$ cat src/rtl/icb_split4_if.sv
// ICB bundle: command and response channels for N lanes sharing one broadcast command payload.
// N=1 models a single master port, N=4 the fan-out side of the splitter.
interface icb_split4_if #(
  parameter int N = 1
);
  logic [N-1:0]    cmd_valid;
  logic [N-1:0]    cmd_ready;
  logic [31:0]     cmd_addr;
  logic            cmd_read;
  logic [31:0]     cmd_wdata;
  logic [3:0]      cmd_wmask;
  logic [N-1:0]    rsp_valid;
  logic [N-1:0]    rsp_ready;
  logic [N-1:0]    rsp_err;
  logic [32*N-1:0] rsp_rdata;

  modport master (
    output cmd_valid, cmd_addr, cmd_read, cmd_wdata, cmd_wmask, rsp_ready,
    input  cmd_ready, rsp_valid, rsp_err, rsp_rdata
  );

  modport slave (
    input  cmd_valid, cmd_addr, cmd_read, cmd_wdata, cmd_wmask, rsp_ready,
    output cmd_ready, rsp_valid, rsp_err, rsp_rdata
  );
endinterface

$ cat src/rtl/icb_split4.sv
// 1-to-4 ICB splitter: region decode on addr[31:28], in-order responses via a target-ID FIFO,
// and an internal error slave that completes commands to unmapped regions.
module icb_split4 #(
  parameter logic [3:0] S0_REGION = 4'h1,
  parameter logic [3:0] S1_REGION = 4'h2,
  parameter logic [3:0] S2_REGION = 4'h3,
  parameter logic [3:0] S3_REGION = 4'h4,
  parameter int         OT_DEPTH  = 2
) (
  input  logic         clk,
  input  logic         rst_n,
  icb_split4_if.slave  m_icb,
  icb_split4_if.master s_icb
);

  localparam int PW = (OT_DEPTH > 1) ? $clog2(OT_DEPTH) : 1;
  localparam int CW = $clog2(OT_DEPTH + 1);
  localparam logic [2:0]    ERR_TGT  = 3'd4;
  localparam logic [CW-1:0] FULL_CNT = CW'(OT_DEPTH);
  localparam logic [PW-1:0] LAST_PTR = PW'(OT_DEPTH - 1);

  logic [2:0]    r_fifo [OT_DEPTH];
  logic [PW-1:0] r_wrPtr;
  logic [PW-1:0] r_rdPtr;
  logic [CW-1:0] r_count;
  logic [2:0]    r_lastTgt;
  logic          r_errValid;

  logic [2:0] w_tgt;
  logic [2:0] w_head;
  logic       w_empty;
  logic       w_block;
  logic       w_tgtReady;
  logic       w_cmdReady;
  logic       w_push;
  logic       w_headIsErr;
  logic       w_rspValid;
  logic       w_pop;

  function automatic logic [PW-1:0] nextPtr(input logic [PW-1:0] p);
    return (p == LAST_PTR) ? '0 : p + 1'b1;
  endfunction

  always_comb begin
    w_tgt = ERR_TGT;
    if (m_icb.cmd_addr[31:28] == S0_REGION)      w_tgt = 3'd0;
    else if (m_icb.cmd_addr[31:28] == S1_REGION) w_tgt = 3'd1;
    else if (m_icb.cmd_addr[31:28] == S2_REGION) w_tgt = 3'd2;
    else if (m_icb.cmd_addr[31:28] == S3_REGION) w_tgt = 3'd3;
  end

  // Only one target may have commands in flight, so responses can never return out of order.
  assign w_empty     = (r_count == '0);
  assign w_block     = (r_count == FULL_CNT) | (~w_empty & (w_tgt != r_lastTgt));
  assign w_tgtReady  = (w_tgt == ERR_TGT) ? ~r_errValid : s_icb.cmd_ready[w_tgt[1:0]];
  assign w_cmdReady  = rst_n & ~w_block & w_tgtReady;
  assign w_push      = m_icb.cmd_valid[0] & w_cmdReady;

  assign w_head      = r_fifo[r_rdPtr];
  assign w_headIsErr = (w_head == ERR_TGT);
  assign w_rspValid  = rst_n & ~w_empty &
                       (w_headIsErr ? r_errValid : s_icb.rsp_valid[w_head[1:0]]);
  assign w_pop       = w_rspValid & m_icb.rsp_ready[0];

  always_comb begin
    s_icb.cmd_valid = '0;
    s_icb.rsp_ready = '0;
    if (rst_n && !w_block && (w_tgt != ERR_TGT)) begin
      s_icb.cmd_valid[w_tgt[1:0]] = m_icb.cmd_valid[0];
    end
    if (rst_n && !w_empty && !w_headIsErr) begin
      s_icb.rsp_ready[w_head[1:0]] = m_icb.rsp_ready[0];
    end
  end

  // Broadcast payload is forced to zero while reset is held so every output reads 0.
  assign s_icb.cmd_addr  = rst_n ? m_icb.cmd_addr  : '0;
  assign s_icb.cmd_read  = rst_n & m_icb.cmd_read;
  assign s_icb.cmd_wdata = rst_n ? m_icb.cmd_wdata : '0;
  assign s_icb.cmd_wmask = rst_n ? m_icb.cmd_wmask : '0;

  assign m_icb.cmd_ready = w_cmdReady;
  assign m_icb.rsp_valid = w_rspValid;

  always_comb begin
    m_icb.rsp_err   = '0;
    m_icb.rsp_rdata = '0;
    if (w_rspValid) begin
      if (w_headIsErr) begin
        m_icb.rsp_err = 1'b1;
      end else begin
        m_icb.rsp_err   = s_icb.rsp_err[w_head[1:0]];
        m_icb.rsp_rdata = s_icb.rsp_rdata[{w_head[1:0], 5'b0} +: 32];
      end
    end
  end

  always_ff @(posedge clk or negedge rst_n) begin
    if (!rst_n) begin
      for (int i = 0; i < OT_DEPTH; i++) begin
        r_fifo[i] <= '0;
      end
      r_wrPtr    <= '0;
      r_rdPtr    <= '0;
      r_count    <= '0;
      r_lastTgt  <= '0;
      r_errValid <= 1'b0;
    end else begin
      if (w_push) begin
        r_fifo[r_wrPtr] <= w_tgt;
        r_wrPtr         <= nextPtr(r_wrPtr);
        r_lastTgt       <= w_tgt;
      end
      if (w_pop) begin
        r_rdPtr <= nextPtr(r_rdPtr);
      end
      case ({w_push, w_pop})
        2'b10:   r_count <= r_count + 1'b1;
        2'b01:   r_count <= r_count - 1'b1;
        default: r_count <= r_count;
      endcase
      // Accepting an error command requires the error slave to be free, so set and clear never collide.
      if (w_push && (w_tgt == ERR_TGT)) begin
        r_errValid <= 1'b1;
      end else if (w_pop && w_headIsErr) begin
        r_errValid <= 1'b0;
      end
    end
  end

  for (genvar n = 0; n < 4; n++) begin : g_rspChk
    a_rspFromHead: assert property (@(posedge clk) disable iff (!rst_n)
      s_icb.rsp_valid[n] |-> (!w_empty && (w_head == 3'(n))));
  end

endmodule

$ cat src/flat_wrapper.sv
// flat-port wrapper written by rule: the top's interface ports become plain ports
module icb_split4_flat 
#(
  parameter logic [3:0] S0_REGION = 4'h1,
  parameter logic [3:0] S1_REGION = 4'h2,
  parameter logic [3:0] S2_REGION = 4'h3,
  parameter logic [3:0] S3_REGION = 4'h4,
  parameter int         OT_DEPTH  = 2
)
  (clk, rst_n, m_icb_cmd_valid, m_icb_cmd_addr, m_icb_cmd_read, m_icb_cmd_wdata, m_icb_cmd_wmask, m_icb_rsp_ready, m_icb_cmd_ready, m_icb_rsp_valid, m_icb_rsp_err, m_icb_rsp_rdata, s_icb_cmd_valid, s_icb_cmd_addr, s_icb_cmd_read, s_icb_cmd_wdata, s_icb_cmd_wmask, s_icb_rsp_ready, s_icb_cmd_ready, s_icb_rsp_valid, s_icb_rsp_err, s_icb_rsp_rdata);
  icb_split4_if #(.N(1)) m_icb_i ();
  icb_split4_if #(.N(4)) s_icb_i ();
  input  logic clk;
  input  logic rst_n;
  input wire logic [$bits(m_icb_i.cmd_valid)-1:0] m_icb_cmd_valid;
  input wire logic [$bits(m_icb_i.cmd_addr)-1:0] m_icb_cmd_addr;
  input wire logic [$bits(m_icb_i.cmd_read)-1:0] m_icb_cmd_read;
  input wire logic [$bits(m_icb_i.cmd_wdata)-1:0] m_icb_cmd_wdata;
  input wire logic [$bits(m_icb_i.cmd_wmask)-1:0] m_icb_cmd_wmask;
  input wire logic [$bits(m_icb_i.rsp_ready)-1:0] m_icb_rsp_ready;
  output wire logic [$bits(m_icb_i.cmd_ready)-1:0] m_icb_cmd_ready;
  output wire logic [$bits(m_icb_i.rsp_valid)-1:0] m_icb_rsp_valid;
  output wire logic [$bits(m_icb_i.rsp_err)-1:0] m_icb_rsp_err;
  output wire logic [$bits(m_icb_i.rsp_rdata)-1:0] m_icb_rsp_rdata;
  output wire logic [$bits(s_icb_i.cmd_valid)-1:0] s_icb_cmd_valid;
  output wire logic [$bits(s_icb_i.cmd_addr)-1:0] s_icb_cmd_addr;
  output wire logic [$bits(s_icb_i.cmd_read)-1:0] s_icb_cmd_read;
  output wire logic [$bits(s_icb_i.cmd_wdata)-1:0] s_icb_cmd_wdata;
  output wire logic [$bits(s_icb_i.cmd_wmask)-1:0] s_icb_cmd_wmask;
  output wire logic [$bits(s_icb_i.rsp_ready)-1:0] s_icb_rsp_ready;
  input wire logic [$bits(s_icb_i.cmd_ready)-1:0] s_icb_cmd_ready;
  input wire logic [$bits(s_icb_i.rsp_valid)-1:0] s_icb_rsp_valid;
  input wire logic [$bits(s_icb_i.rsp_err)-1:0] s_icb_rsp_err;
  input wire logic [$bits(s_icb_i.rsp_rdata)-1:0] s_icb_rsp_rdata;
  assign m_icb_i.cmd_valid = m_icb_cmd_valid;
  assign m_icb_i.cmd_addr = m_icb_cmd_addr;
  assign m_icb_i.cmd_read = m_icb_cmd_read;
  assign m_icb_i.cmd_wdata = m_icb_cmd_wdata;
  assign m_icb_i.cmd_wmask = m_icb_cmd_wmask;
  assign m_icb_i.rsp_ready = m_icb_rsp_ready;
  assign m_icb_cmd_ready = m_icb_i.cmd_ready;
  assign m_icb_rsp_valid = m_icb_i.rsp_valid;
  assign m_icb_rsp_err = m_icb_i.rsp_err;
  assign m_icb_rsp_rdata = m_icb_i.rsp_rdata;
  assign s_icb_cmd_valid = s_icb_i.cmd_valid;
  assign s_icb_cmd_addr = s_icb_i.cmd_addr;
  assign s_icb_cmd_read = s_icb_i.cmd_read;
  assign s_icb_cmd_wdata = s_icb_i.cmd_wdata;
  assign s_icb_cmd_wmask = s_icb_i.cmd_wmask;
  assign s_icb_rsp_ready = s_icb_i.rsp_ready;
  assign s_icb_i.cmd_ready = s_icb_cmd_ready;
  assign s_icb_i.rsp_valid = s_icb_rsp_valid;
  assign s_icb_i.rsp_err = s_icb_rsp_err;
  assign s_icb_i.rsp_rdata = s_icb_rsp_rdata;
  icb_split4 #(.S0_REGION(S0_REGION), .S1_REGION(S1_REGION), .S2_REGION(S2_REGION), .S3_REGION(S3_REGION), .OT_DEPTH(OT_DEPTH)) u_core (.clk(clk), .rst_n(rst_n), .m_icb(m_icb_i), .s_icb(s_icb_i));
endmodule
$ cat config.mk
export PLATFORM = sky130hd
export DESIGN_NAME = icb_split4_flat
export DESIGN_NICKNAME = d
export VERILOG_FILES = /design/src/rtl/icb_split4_if.sv /design/src/rtl/icb_split4.sv /design/src/flat_wrapper.sv
export SDC_FILE = /design/constraint.sdc
export NUM_CORES = 1
export LEC_CHECK = 0
export ABC_AREA = 1
export CAP_MARGIN = 40
export CORE_AREA = 2 2 126 128
export CTS_CLUSTER_SIZE = 30
export DETAILED_ROUTE_END_ITERATION = 7
export DIE_AREA = 0 0 128 130
export PLACE_DENSITY_LB_ADDON = 0.3
export SYNTH_ARGS = -nofsm -noshare
export SYNTH_HDL_FRONTEND = slang
export SYNTH_SLANG_ARGS = --single-unit
$ cat constraint.sdc
create_clock -name clk -period 1.98 [get_ports clk]
set_input_delay 0.495 -clock clk [delete_from_list [all_inputs] [get_ports clk]]
set_output_delay 0.495 -clock clk [all_outputs]
set_load 0.01 [all_outputs]
==> results, run 1 <==
- The worst hold slack after final layout is between 0.15 and 0.2 ns.
- Prior to clock tree synthesis, the placed netlist has a worst setup slack of -1.10 ns.
- The synthesized netlist devotes 34.2% of its cell area to compound gates.
- The routed wire length is about 15,000 um.
- The path class of the tightest hold or removal check is in -> async.
- At the end of routability-driven placement, the weighted congestion stood at 0.788.
- The worst register-to-register path has a setup slack of -0.25 ns.
- The worst path uses 130% of the clock period.
- The synthesized netlist cell count is between 400 and 500.
- The die covers 0.0166 sq mm.
- Compared with the post-synthesis result, the final layout area differs by 178%.
- The most common cell after layout, fill and taps aside is sky130_fd_sc_hd__clkdlybuf4s50_1.
- The top cell type by area accounts for between 10% and 20% of the synthesized area.
- The number of buffers on the longest clock path is 2.
- The global route total overflow is 0.
- The Yosys step of the flow raised 0 warnings.
- 0 antenna diodes ended up in the layout.
- The number of antenna violations at the first check in global routing is 0.
- After detailed routing, the average wire length per cell comes to around 15 um.
- The cell area after layout is ~0.0067 sq mm.
- After routing, the total negative slack on setup checks comes to -22.37 ns.
- From left edge to right edge, the die measures 128 um.
- The CTS H-tree depth is 1.
- The final layout contains roughly 1,000 nets.
- The number of optimization iterations in the first detailed-route pass is 4.
- The initial core utilization is ~16%.
- In the final layout, the share of cells above drive strength 1 is a little under a third.
- Data on the critical path arrives at its endpoint at between 2 and 2.5 ns.
- The number of fillers in the final layout is roughly 1,600.
- The number of global-route vias before repair is 3,925.
- The checks that failed: negative setup slack.
- The number of buffer cells added on primary ports is approximately 320.
- The worst setup path is launched from a flip-flop.
- For the final database, setup skew stands at roughly 0.0019 ns.
- The maximum vdd ir drop is slightly above 0.5 mV.
- The number of nets in the synthesized netlist is between 600 and 700.
- The number of buffers inserted by hold repair at cts is 0.
- The portion of synthesized area spent on multiplexers is 0%.
- Summing every instance area after synthesis gives about 0.0024 sq mm.
- The multi-input combinational cells in the finished layout cover a total of 0.00195 sq mm.
- The total of endpoints with negative setup slack in the final report is 45.
- The highest achievable clock rate is 387 MHz.
- The critical path is of the reg -> out type.
- For the pin with the worst max-slew slack, the measured transition is a little over 0.4 ns.
- The top cell types in the final layout, fill and taps aside, are 204 x sky130_fd_sc_hd__clkdlybuf4s50_1, 99 x sky130_fd_sc_hd__nand2_1, 86 x sky130_fd_sc_hd__inv_1.
- The max-slew violation count came to 0.
- The worst setup path is captured at an output port.
- After Yosys synthesis, full adders, half adders and majority gates account for 0.515% of the synthesized area.
- The synthesized netlist contains 34 unique library cells.
- Global routing used between 10% and 20% of the available tracks across all layers.
- The clock transition time at the flip-flop clock pins of the worst setup and hold paths is 0.05 ns.
- The dominant combinational cell family by area after synthesis is compound AO/OA/AOI/OAI gates.
- TritonCTS built the clock tree.
- The synthesis-stage register bit count is 14.
- The peak fanout along the critical path is 6.
- The sequential fraction of the synthesis area is between 10 and 15%.
- The number of failing hold endpoints at the final stage is 0.
- The post-detailed-route via-to-cell ratio is 4.26.
- The wire length of the first global-routing pass is 20,600 um.
- The sequential cells in the finished layout cover a total of roughly 350 sq um.
- Once detail routing completed, the nets flagged for antenna violations numbered 0.
- The endpoint required time on the critical path is 1.48 ns.
- The post-synthesis simple-gate area fraction is 29.9%.
- The residual DRC count is 0.
- Once routing completed, OpenROAD measured the worst setup slack at -0.602 ns.
- In this run the cell area measured after placement is 0.00627 sq mm.
- At the later pin of the worst-skew pair, clock insertion delay measures between 0.2 and 0.25 ns.
- The post-placement cell count is between 900 and 1,000.
- The cell type with the highest aggregate area in the netlist is sky130_fd_sc_hd__a22oi_1.
- The number of max-cap violations is 0.
- The run finished, with violations left.
- The HPWL after detailed placement is 11,400 um.
- The initialized floorplan defines 46 standard-cell rows.
- Entering global routing, the biggest net connects 34 pins.
- The y dimension of the die is between 100 and 150 um.
- TritonCTS created 3 clock buffers.
- The I/O pin total is 325.
- The area inside the core boundary is between 0.015 and 0.02 sq mm.
- The total number of vias is roughly 4,200.
- The relative max-transition margin is between 70% and 80%.
- The root buffer cell chosen for the clock tree is sky130_fd_sc_hd__clkbuf_16.
- For this design the static power due to leakage is roughly 0.0035 uW.
- The finished layout holds 980 standard cells, fillers aside.
- Setup repair after global routing could not meet its margin everywhere.
- The mean area per synthesized cell is ~5.8 sq um.
- Sorting the synthesized cells by area gives the leading types as sky130_fd_sc_hd__a22oi_1 20%, sky130_fd_sc_hd__nand2_1 17%, sky130_fd_sc_hd__inv_1 15%, sky130_fd_sc_hd__dfrtp_1 14%, sky130_fd_sc_hd__a21oi_1 5.2%.
- The first routing iteration left about 130 violations.
- The number of sinks driven by the clock tree is 14.
- After Yosys synthesis, XOR and XNOR cells account for around 1.4% of the synthesized area.
- The power density over the cells is about 1100 mW/mm^2.
- For the finished layout, the period the worst path requires is 2.58 ns.
[synth_stat cells, drive strengths merged]
master  count
nand3      13
clkbuf     18
xor2        2
nor2       16
o21ai       8
o21bai      7
nor3        5
nand3b      3
nand4       5
a22o        1
inv        95
or2         1
dfrtp      14
ha          1
a31oi       2
o21a        1
xnor2       2
a22oi      64
a21oi      35
nand2     115
buf         7
[cell families (layout without fill, tap and decap cells)]
| group | count (synthesis) | in the layout |
|---|---|---|
| adders and majority gates | 1 | 1 |
| DFF | 14 | 14 |
| buffers and inverters | 120 | 493 |
| AOI/OAI and AO/OA | 118 | 118 |
| and+or+nand+nor | 158 | 158 |
| xor gates and xnor gates | 4 | 4 |
[sequential cells by signal, summed over array words and instances (netlist names)]
register           count
u_core.r_wrPtr         1
u_core.r_count         2
u_core.r_fifo          6
u_core.r_rdPtr         1
u_core.r_errValid      1
u_core.r_lastTgt       3
[worst max-delay path, stage by stage, from the launching register on]
cell and delay [ns]:
sky130_fd_sc_hd__dfrtp_2 0.41, sky130_fd_sc_hd__buf_6 0.14, sky130_fd_sc_hd__o21ai_4 0.22, sky130_fd_sc_hd__nor2_4 0.06, sky130_fd_sc_hd__nand2_1 0.06, sky130_fd_sc_hd__nand4_1 0.18, sky130_fd_sc_hd__inv_2 0.12, sky130_fd_sc_hd__nand3_4 0.10
sky130_fd_sc_hd__buf_12 0.17, sky130_fd_sc_hd__clkbuf_16 0.15, sky130_fd_sc_hd__a21oi_2 0.09, sky130_fd_sc_hd__buf_2 0.14
[per-layer routing]
layer | track usage (%) | vias to the layer above | wire (um)
met5 | 0 | - | 0
met4 | 2.78 | 0 | 186
met3 | 4.84 | 12 | 1390
met2 | 30.3 | 207 | 7640
met1 | 16.5 | 1863 | 5350
li1 | - | 2093 | -
[power by group]
| group | switching [uW] | internal [uW] |
|---|---|---|
| sequential | 120 | 430 |
| clock | 116 | 306 |
| combinational | 3260 | 3030 |
[what timing repair did]
action | 4_1_cts | 5_1_grt
endpoints found under the setup margin | 126 | 59
buffers inserted | 12 | 10
gates cloned | 5 | 2
pin swaps | 17 | 26
gates resized for setup | 363 | 76
[through the flow]
| step | power [uW] | util, % |
|---|---|---|
| after floorplan | 3430 | - |
| after global placement | 5830 | 40.7 |
| after detailed placement | 5850 | 40.7 |
| after CTS | 6680 | 42.0 |
| after global routing | 7790 | 43.7 |
| final | 7260 | 43.7 |
[worst paths after layout]
| kind | depth (start not counted) | from | to |
|---|---|---|---|
| hold reg to reg | 1 | u_core.r_count[1] | u_core.r_count[1] |
| min in group clk | 1 | u_core.r_count[1] | u_core.r_count[1] |
| max in group asynchronous | 3 | rst_n | u_core.r_lastTgt[1] |
| setup / recovery | 11 | u_core.r_rdPtr | m_icb_rsp_rdata[13] |
| hold / removal | 2 | rst_n | u_core.r_fifo[4] |
| setup reg to reg | 14 | u_core.r_rdPtr | u_core.r_count[1] |
[final cells by class]
class / count / area share (%)
Timing Repair Buffer: 394 / 55.6
Tap cell: 192 / 3.56
Clock buffer: 4 / 1.32
Inverter: 95 / 5.33
Multi-Input combinational cell: 281 / 28.9
Sequential cell: 14 / 5.22
(Power assumes the default switching activity.)
==> run 2: changes to the inputs <==
SLEW_MARGIN = 30   (was default)
==> results of run 2 <==
Same layout as run 1: the final DEF is identical, and so are final timing and power.
